File: src/rtl/multicycle_controller.sv
// Main control FSM for the multicycle RV32I core (lw, sw, R/I-ALU, beq, jal).
// Moore outputs except the mem_ready/zero qualified enables; all outputs held low in reset.
module multicycle_controller #(
    parameter bit HALT_ON_ILLEGAL = 1'b1
) (
    input  logic       clk,
    input  logic       rst_n,
    input  logic [6:0] op,
    input  logic       zero,
    input  logic       mem_ready,
    output logic       pc_write,
    output logic       adr_src,
    output logic       mem_write,
    output logic       ir_write,
    output logic       reg_write,
    output logic [1:0] result_src,
    output logic [1:0] alu_src_a,
    output logic [1:0] alu_src_b,
    output logic [1:0] alu_op,
    output logic [1:0] imm_src,
    output logic       retire,
    output logic       halted
);

    typedef enum logic [3:0] {
        StFetch    = 4'd0,
        StDecode   = 4'd1,
        StMemAdr   = 4'd2,
        StMemRead  = 4'd3,
        StMemWb    = 4'd4,
        StMemWrite = 4'd5,
        StExecR    = 4'd6,
        StAluWb    = 4'd7,
        StExecI    = 4'd8,
        StJal      = 4'd9,
        StBeq      = 4'd10,
        StHalt     = 4'd11
    } state_e;

    localparam logic [6:0] OpLw   = 7'b0000011;
    localparam logic [6:0] OpSw   = 7'b0100011;
    localparam logic [6:0] OpRAlu = 7'b0110011;
    localparam logic [6:0] OpIAlu = 7'b0010011;
    localparam logic [6:0] OpJal  = 7'b1101111;
    localparam logic [6:0] OpBeq  = 7'b1100011;

    state_e state_q, state_d;

    always_ff @(posedge clk or negedge rst_n) begin
        if (!rst_n) begin
            state_q <= StFetch;
        end else begin
            state_q <= state_d;
        end
    end

    always_comb begin
        state_d = state_q;
        unique case (state_q)
            StFetch:    if (mem_ready) state_d = StDecode;
            StDecode: begin
                case (op)
                    OpLw, OpSw: state_d = StMemAdr;
                    OpRAlu:     state_d = StExecR;
                    OpIAlu:     state_d = StExecI;
                    OpJal:      state_d = StJal;
                    OpBeq:      state_d = StBeq;
                    default:    state_d = HALT_ON_ILLEGAL ? StHalt : StFetch;
                endcase
            end
            StMemAdr: begin
                if (op == OpLw) begin
                    state_d = StMemRead;
                end else if (op == OpSw) begin
                    state_d = StMemWrite;
                end else begin
                    state_d = StFetch;
                end
            end
            StMemRead:  if (mem_ready) state_d = StMemWb;
            StMemWb:    state_d = StFetch;
            StMemWrite: if (mem_ready) state_d = StFetch;
            StExecR:    state_d = StAluWb;
            StExecI:    state_d = StAluWb;
            StAluWb:    state_d = StFetch;
            StJal:      state_d = StAluWb;
            StBeq:      state_d = StFetch;
            StHalt:     state_d = StHalt;
            default:    state_d = StFetch;
        endcase
    end

    // Outputs are gated by rst_n so a mid-instruction reset drops every enable at once.
    always_comb begin
        pc_write   = 1'b0;
        adr_src    = 1'b0;
        mem_write  = 1'b0;
        ir_write   = 1'b0;
        reg_write  = 1'b0;
        result_src = 2'b00;
        alu_src_a  = 2'b00;
        alu_src_b  = 2'b00;
        alu_op     = 2'b00;
        imm_src    = 2'b00;
        retire     = 1'b0;
        halted     = 1'b0;
        if (rst_n) begin
            case (op)
                OpSw:    imm_src = 2'b01;
                OpBeq:   imm_src = 2'b10;
                OpJal:   imm_src = 2'b11;
                default: imm_src = 2'b00;
            endcase
            unique case (state_q)
                StFetch: begin
                    alu_src_b  = 2'b10;
                    result_src = 2'b10;
                    ir_write   = mem_ready;
                    pc_write   = mem_ready;
                end
                StDecode: begin
                    alu_src_a = 2'b01;
                    alu_src_b = 2'b01;
                end
                StMemAdr: begin
                    alu_src_a = 2'b10;
                    alu_src_b = 2'b01;
                end
                StMemRead: begin
                    adr_src = 1'b1;
                end
                StMemWb: begin
                    result_src = 2'b01;
                    reg_write  = 1'b1;
                    retire     = 1'b1;
                end
                StMemWrite: begin
                    adr_src   = 1'b1;
                    mem_write = 1'b1;
                    retire    = mem_ready;
                end
                StExecR: begin
                    alu_src_a = 2'b10;
                    alu_op    = 2'b10;
                end
                StExecI: begin
                    alu_src_a = 2'b10;
                    alu_src_b = 2'b01;
                    alu_op    = 2'b10;
                end
                StAluWb: begin
                    reg_write = 1'b1;
                    retire    = 1'b1;
                end
                StJal: begin
                    alu_src_a = 2'b01;
                    alu_src_b = 2'b10;
                    pc_write  = 1'b1;
                end
                StBeq: begin
                    alu_src_a = 2'b10;
                    alu_op    = 2'b01;
                    pc_write  = zero;
                    retire    = 1'b1;
                end
                StHalt: begin
                    halted = 1'b1;
                end
                default: ;
            endcase
        end
    end

endmodule

File: config.mk
export PLATFORM = sky130hd
export DESIGN_NAME = multicycle_controller
export DESIGN_NICKNAME = d
export VERILOG_FILES = /design/src/rtl/multicycle_controller.sv
export SDC_FILE = /design/constraint.sdc
export NUM_CORES = 1
export LEC_CHECK = 0
export ABC_AREA = 1
export CAP_MARGIN = 10
export CORE_MARGIN = 1
export CORE_UTILIZATION = 42
export CTS_CLUSTER_SIZE = 25
export DETAILED_ROUTE_END_ITERATION = 8
export HOLD_SLACK_MARGIN = 0.15
export PLACE_DENSITY = 0.9
export SYNTH_ARGS = -nofsm -noshare
export SYNTH_HDL_FRONTEND = slang
export SYNTH_SLANG_ARGS = --single-unit
File: constraint.sdc
create_clock -name clk -period 1.79 [get_ports clk]
set_input_delay 0.358 -clock clk [delete_from_list [all_inputs] [get_ports clk]]
set_output_delay 0.358 -clock clk [all_outputs]
set_load 0.02 [all_outputs]
==> results_dict.tcl, run 1 <==
set metrics [dict create \
    dieHeight_um 38.5 \
    syn_area_um2 559 \
    place_congestion 0.847 \
    yosysWarnings 0 \
    syn_nets 125 \
    lastStage "clock tree synthesis (4_1_cts)" \
    error_line "[ERROR DPL-0033] detailed placement checks failed during check placement." \
    postSynthCellCount 114 \
    die_x_um 38.5 \
    cts_setup_buffers 8 \
    cts.sinks 4 \
    ctsHoldBuffers 0 \
    clk_path_buf_depth 2 \
    rows 12 \
    numCtsBuffers 3 \
    htreeDepth 1 \
    hpwlAfterDp_um 1830 \
    cts-root-buf "clkbuf_4" \
    ioPinCount 28 \
    status "did not finish" \
    ctsResizeCount 100 \
    ys_ff_latch 4 \
    ys_seq_area_frac 0.179 \
    portBuffers 27 \
    syn_area_per_cell_um2 4.91 \
    initial_core_util 0.478 \
    synth_cell_type_count 15 \
]
==> cells in the mapped netlist <==
master	count	share of area
nor2_1	27	0.18
nand2_1	32	0.21
o22ai_1	1	0.011
nor3_1	4	0.036
dfrtp_1	4	0.18
o211ai_1	1	0.013
o21ai_2	1	0.016
nand4_1	2	0.022
o21ai_0	3	0.027
a31oi_1	1	0.011
nand3_1	6	0.054
buf_1	1	0.0067
inv_1	24	0.16
nand3b_1	1	0.013
a21oi_1	6	0.054
==> metrics by stage <==
stage | cell area (µm²) | setup TNS [ns] | hold WS, ns | std cells | setup slack (ns)
2_1_floorplan | 559 | 0 | 0.0624 | 114 | 0.0935
3_3_place_gp | 1060 | -6.69 | 0.563 | 183 | -0.468
3_5_place_dp | 1060 | -7.06 | 0.609 | 183 | -0.594
==> cell families after synthesis <==
| kind of cell | Yosys count | synth area share |
|---|---|---|
| simple gates | 72 | 0.521 |
| buf+inv | 25 | 0.168 |
| flops | 4 | 0.179 |
| compound gates | 13 | 0.132 |
==> run 2: changes to the inputs <==
Settings changed: CORE_AREA set to 2 2 63 65, CORE_MARGIN 1 to unset, CORE_UTILIZATION 42 to unset, CTS_CLUSTER_SIZE 25 to unset, DIE_AREA set to 0 0 65 67, HOLD_SLACK_MARGIN 0.15 to unset, PLACE_DENSITY 0.9 to unset, PLACE_DENSITY_LB_ADDON set to 0.15.
==> results_dict.tcl, run 2 <==
set metrics [dict create \
    cts.clk_slew.worst_paths_ns 0.03 \
    clock_latency_ns 0.22 \
    syn_area_per_cell_um2 4.91 \
    hold_violations 0 \
    yosysWarnings 0 \
    synth.area.top_cells "nand2_1 21%, nor2_1 18%, dfrtp_1 18%" \
    dp.cells 220 \
    clk_path_buf_depth 2 \
    worstMarginPinSlew_ns 0.191 \
    vias_per_cell 4.03 \
    cts-root-buf "clkbuf_8" \
    slew_headroom 0.872 \
    postSynthCellCount 114 \
    status "finished, violations left" \
    mostFrequentLayoutCells "46 x buf_4, 25 x nand2_1, 16 x nor2_1, 15 x inv_1, 9 x inv_2" \
    peakVddDrop_mv 0.326 \
    postSynth.asyncResetShare 1.00 \
    routed-via-count 928 \
    yosysMostFrequentCell "nand2_1" \
    slowest_stage "dfrtp_2" \
    diodes 0 \
    critical_path.cell_chain "inv_2, buf_6, nand2_2, nor2_4, nor2_2, a31oi_2, buf_4" \
    cp_max_fo 4 \
    reg_top3 "state_q x4" \
    instances_no_fill 230 \
    clock_skew_ns 0.00301 \
    grt_setup_unrepaired "true" \
    period_minus_slack_ns 1.80 \
    crit_arrival_ns 1.45 \
    wl_met3_um 121 \
    end_kind "output pin" \
    ys_seq_area_frac 0.179 \
    routed.top_layer "met4" \
    portBuffers 27 \
    dieHeight_um 67 \
    final_antenna_net_count 0 \
    layout_commonest_cell "buf_4" \
    core_um2 3610 \
    setup_ws_ns -0.0148 \
    antenna_found_initial 0 \
    powerDensity_nw_per_um2 1220 \
    place_area_um2 1130 \
    critPathRequiredTime_ns 1.43 \
    critPathKind "reg2out" \
    violations "negative setup slack" \
    start_kind "flip-flop" \
    ctsHoldBuffers 0 \
    clock.fmax_mhz 554 \
    drcViolationCount 0 \
    grt_start_max_net_pins 9 \
    ioPinCount 28 \
    largest_reg_flops 4 \
    syn_nets 125 \
    route.met2.wl_um 1210 \
    synth_cell_type_count 15 \
    drt_iter0_markers 21 \
    fin_crit_sh 1.01 \
    finish.instance_area_um2 1290 \
    setup_viol 1 \
    drv_cap 0 \
    rows 22 \
    synth.top_cells.by_count "32 x nand2_1, 27 x nor2_1, 24 x inv_1" \
    cts_tree "done" \
    grt.total_usage 0.111 \
    drive_above_1_share 0.538 \
    syn_area_um2 559 \
    grt_pass1_wl_um 3710 \
    dieArea_um2 4360 \
    die_x_um 65 \
    initial_core_util 0.155 \
    place_congestion 0.804 \
    routed_wl_um 2350 \
    wire_per_inst_um 10.2 \
    numCtsBuffers 3 \
    synth_top_area_cell "nand2_1" \
    ys.flop_type "dfrtp_1" \
    min_path_type "in2async" \
    cts.sinks 4 \
    critical-path-max-stage-delay_ns 0.44 \
    wl_met1_um 977 \
    yosysTopAreaCellShare 0.215 \
    nNetsFinal 195 \
    synth-edff-count 0 \
    grt-ovfl-total 0 \
    p_leak_nw 0.749 \
    top_register "state_q" \
    ys_ff_latch 4 \
    slew_violations 0 \
    drtPass1Iterations 4 \
    grt_pass1_vias 875 \
    htreeDepth 1 \
    hpwlAfterDp_um 1800 \
    areaGrowthSynthToFinish_pct 131 \
]
## run 2: per-layer routing
metal | vias up | global-route usage
met1 | 405 | 0.122
li1 | 491 | -
met2 | 28 | 0.210
met3 | 4 | 0.0135
met4 | 0 | 0.0559
met5 | - | 0
## run 2: cell type report
| type | count | area [µm²] |
|---|---|---|
| Fill cell | 421 | 2310 |
| Timing Repair Buffer | 66 | 515 |
| Multi-Input combinational cell | 85 | 482 |
| Sequential cell | 4 | 104 |
| Inverter | 24 | 90.1 |
| Tap cell | 48 | 60.1 |
| Clock buffer | 3 | 41.3 |
## run 2: metrics by stage
| stage | setup slack (ns) | utilization | hold slack, ns | setup TNS (ns) | power (mW) |
|---|---|---|---|---|---|
| after floorplan | 0.0935 | - | 0.0624 | 0 | 0.665 |
| after global placement | -0.616 | 0.312 | 0.562 | -7.73 | 1.17 |
| after detailed placement | -0.587 | 0.312 | 0.572 | -7.79 | 1.17 |
| after CTS | -0.0657 | 0.324 | 0.193 | -0.151 | 1.39 |
| after global routing | -0.111 | 0.358 | 0.227 | -0.272 | 1.73 |
| final | -0.0148 | 0.358 | 0.193 | -0.0148 | 1.57 |
## run 2: cells by family after synthesis
group / Yosys count / share of synthesized area
simple gates: 72 / 0.521
buf+inv: 25 / 0.168
compound gates: 13 / 0.132
flops: 4 / 0.179
## run 2: final timing paths
check | startpoint | to | slack (ns) | depth (start not counted)
max | state_q[2] | alu_src_a[1] | -0.01 | 7
min | rst_n | state_q[3] | 0.19 | 2
max in group asynchronous | rst_n | state_q[2] | 1.48 | 2
max reg2reg | state_q[3] | state_q[0] | 0.30 | 11
min in group clk | state_q[2] | state_q[2] | 0.68 | 3
min reg2reg | state_q[2] | state_q[2] | 0.68 | 3
## run 2: critical path: cells and delay by family, from the launching register on
family                 cells  cell delay, ns
and+or+nand+nor            3            0.21
AOI/OAI and AO/OA          1            0.20
DFF                        1            0.44
buffers and inverters      3            0.37
## run 2: repair_timing
item | in CTS | in global routing
resized for setup | 86 | 53
buffers inserted | 2 | 5
pin swaps | 4 | 17
gates cloned | 0 | 0
setup endpoints to repair | 17 | 16
## run 2: power breakdown
part           internal (mW)  switching (mW)  total (mW)
clock network          0.143          0.0436       0.187
registers              0.137          0.0698       0.207
logic                  0.545           0.632        1.18
No activity file was read; power rests on OpenSTA's default activity.
==> run 3: changes to the inputs <==
Settings changed: CAP_MARGIN 10 to 15.
==> results of run 3 <==
Same layout as run 2: the final DEF is identical, and so are final timing and power.
==> run 4: changes to the inputs <==
Settings changed: SLEW_MARGIN set to 20.
==> results of run 4 <==
Same layout as run 2: the final DEF is identical, and so are final timing and power.
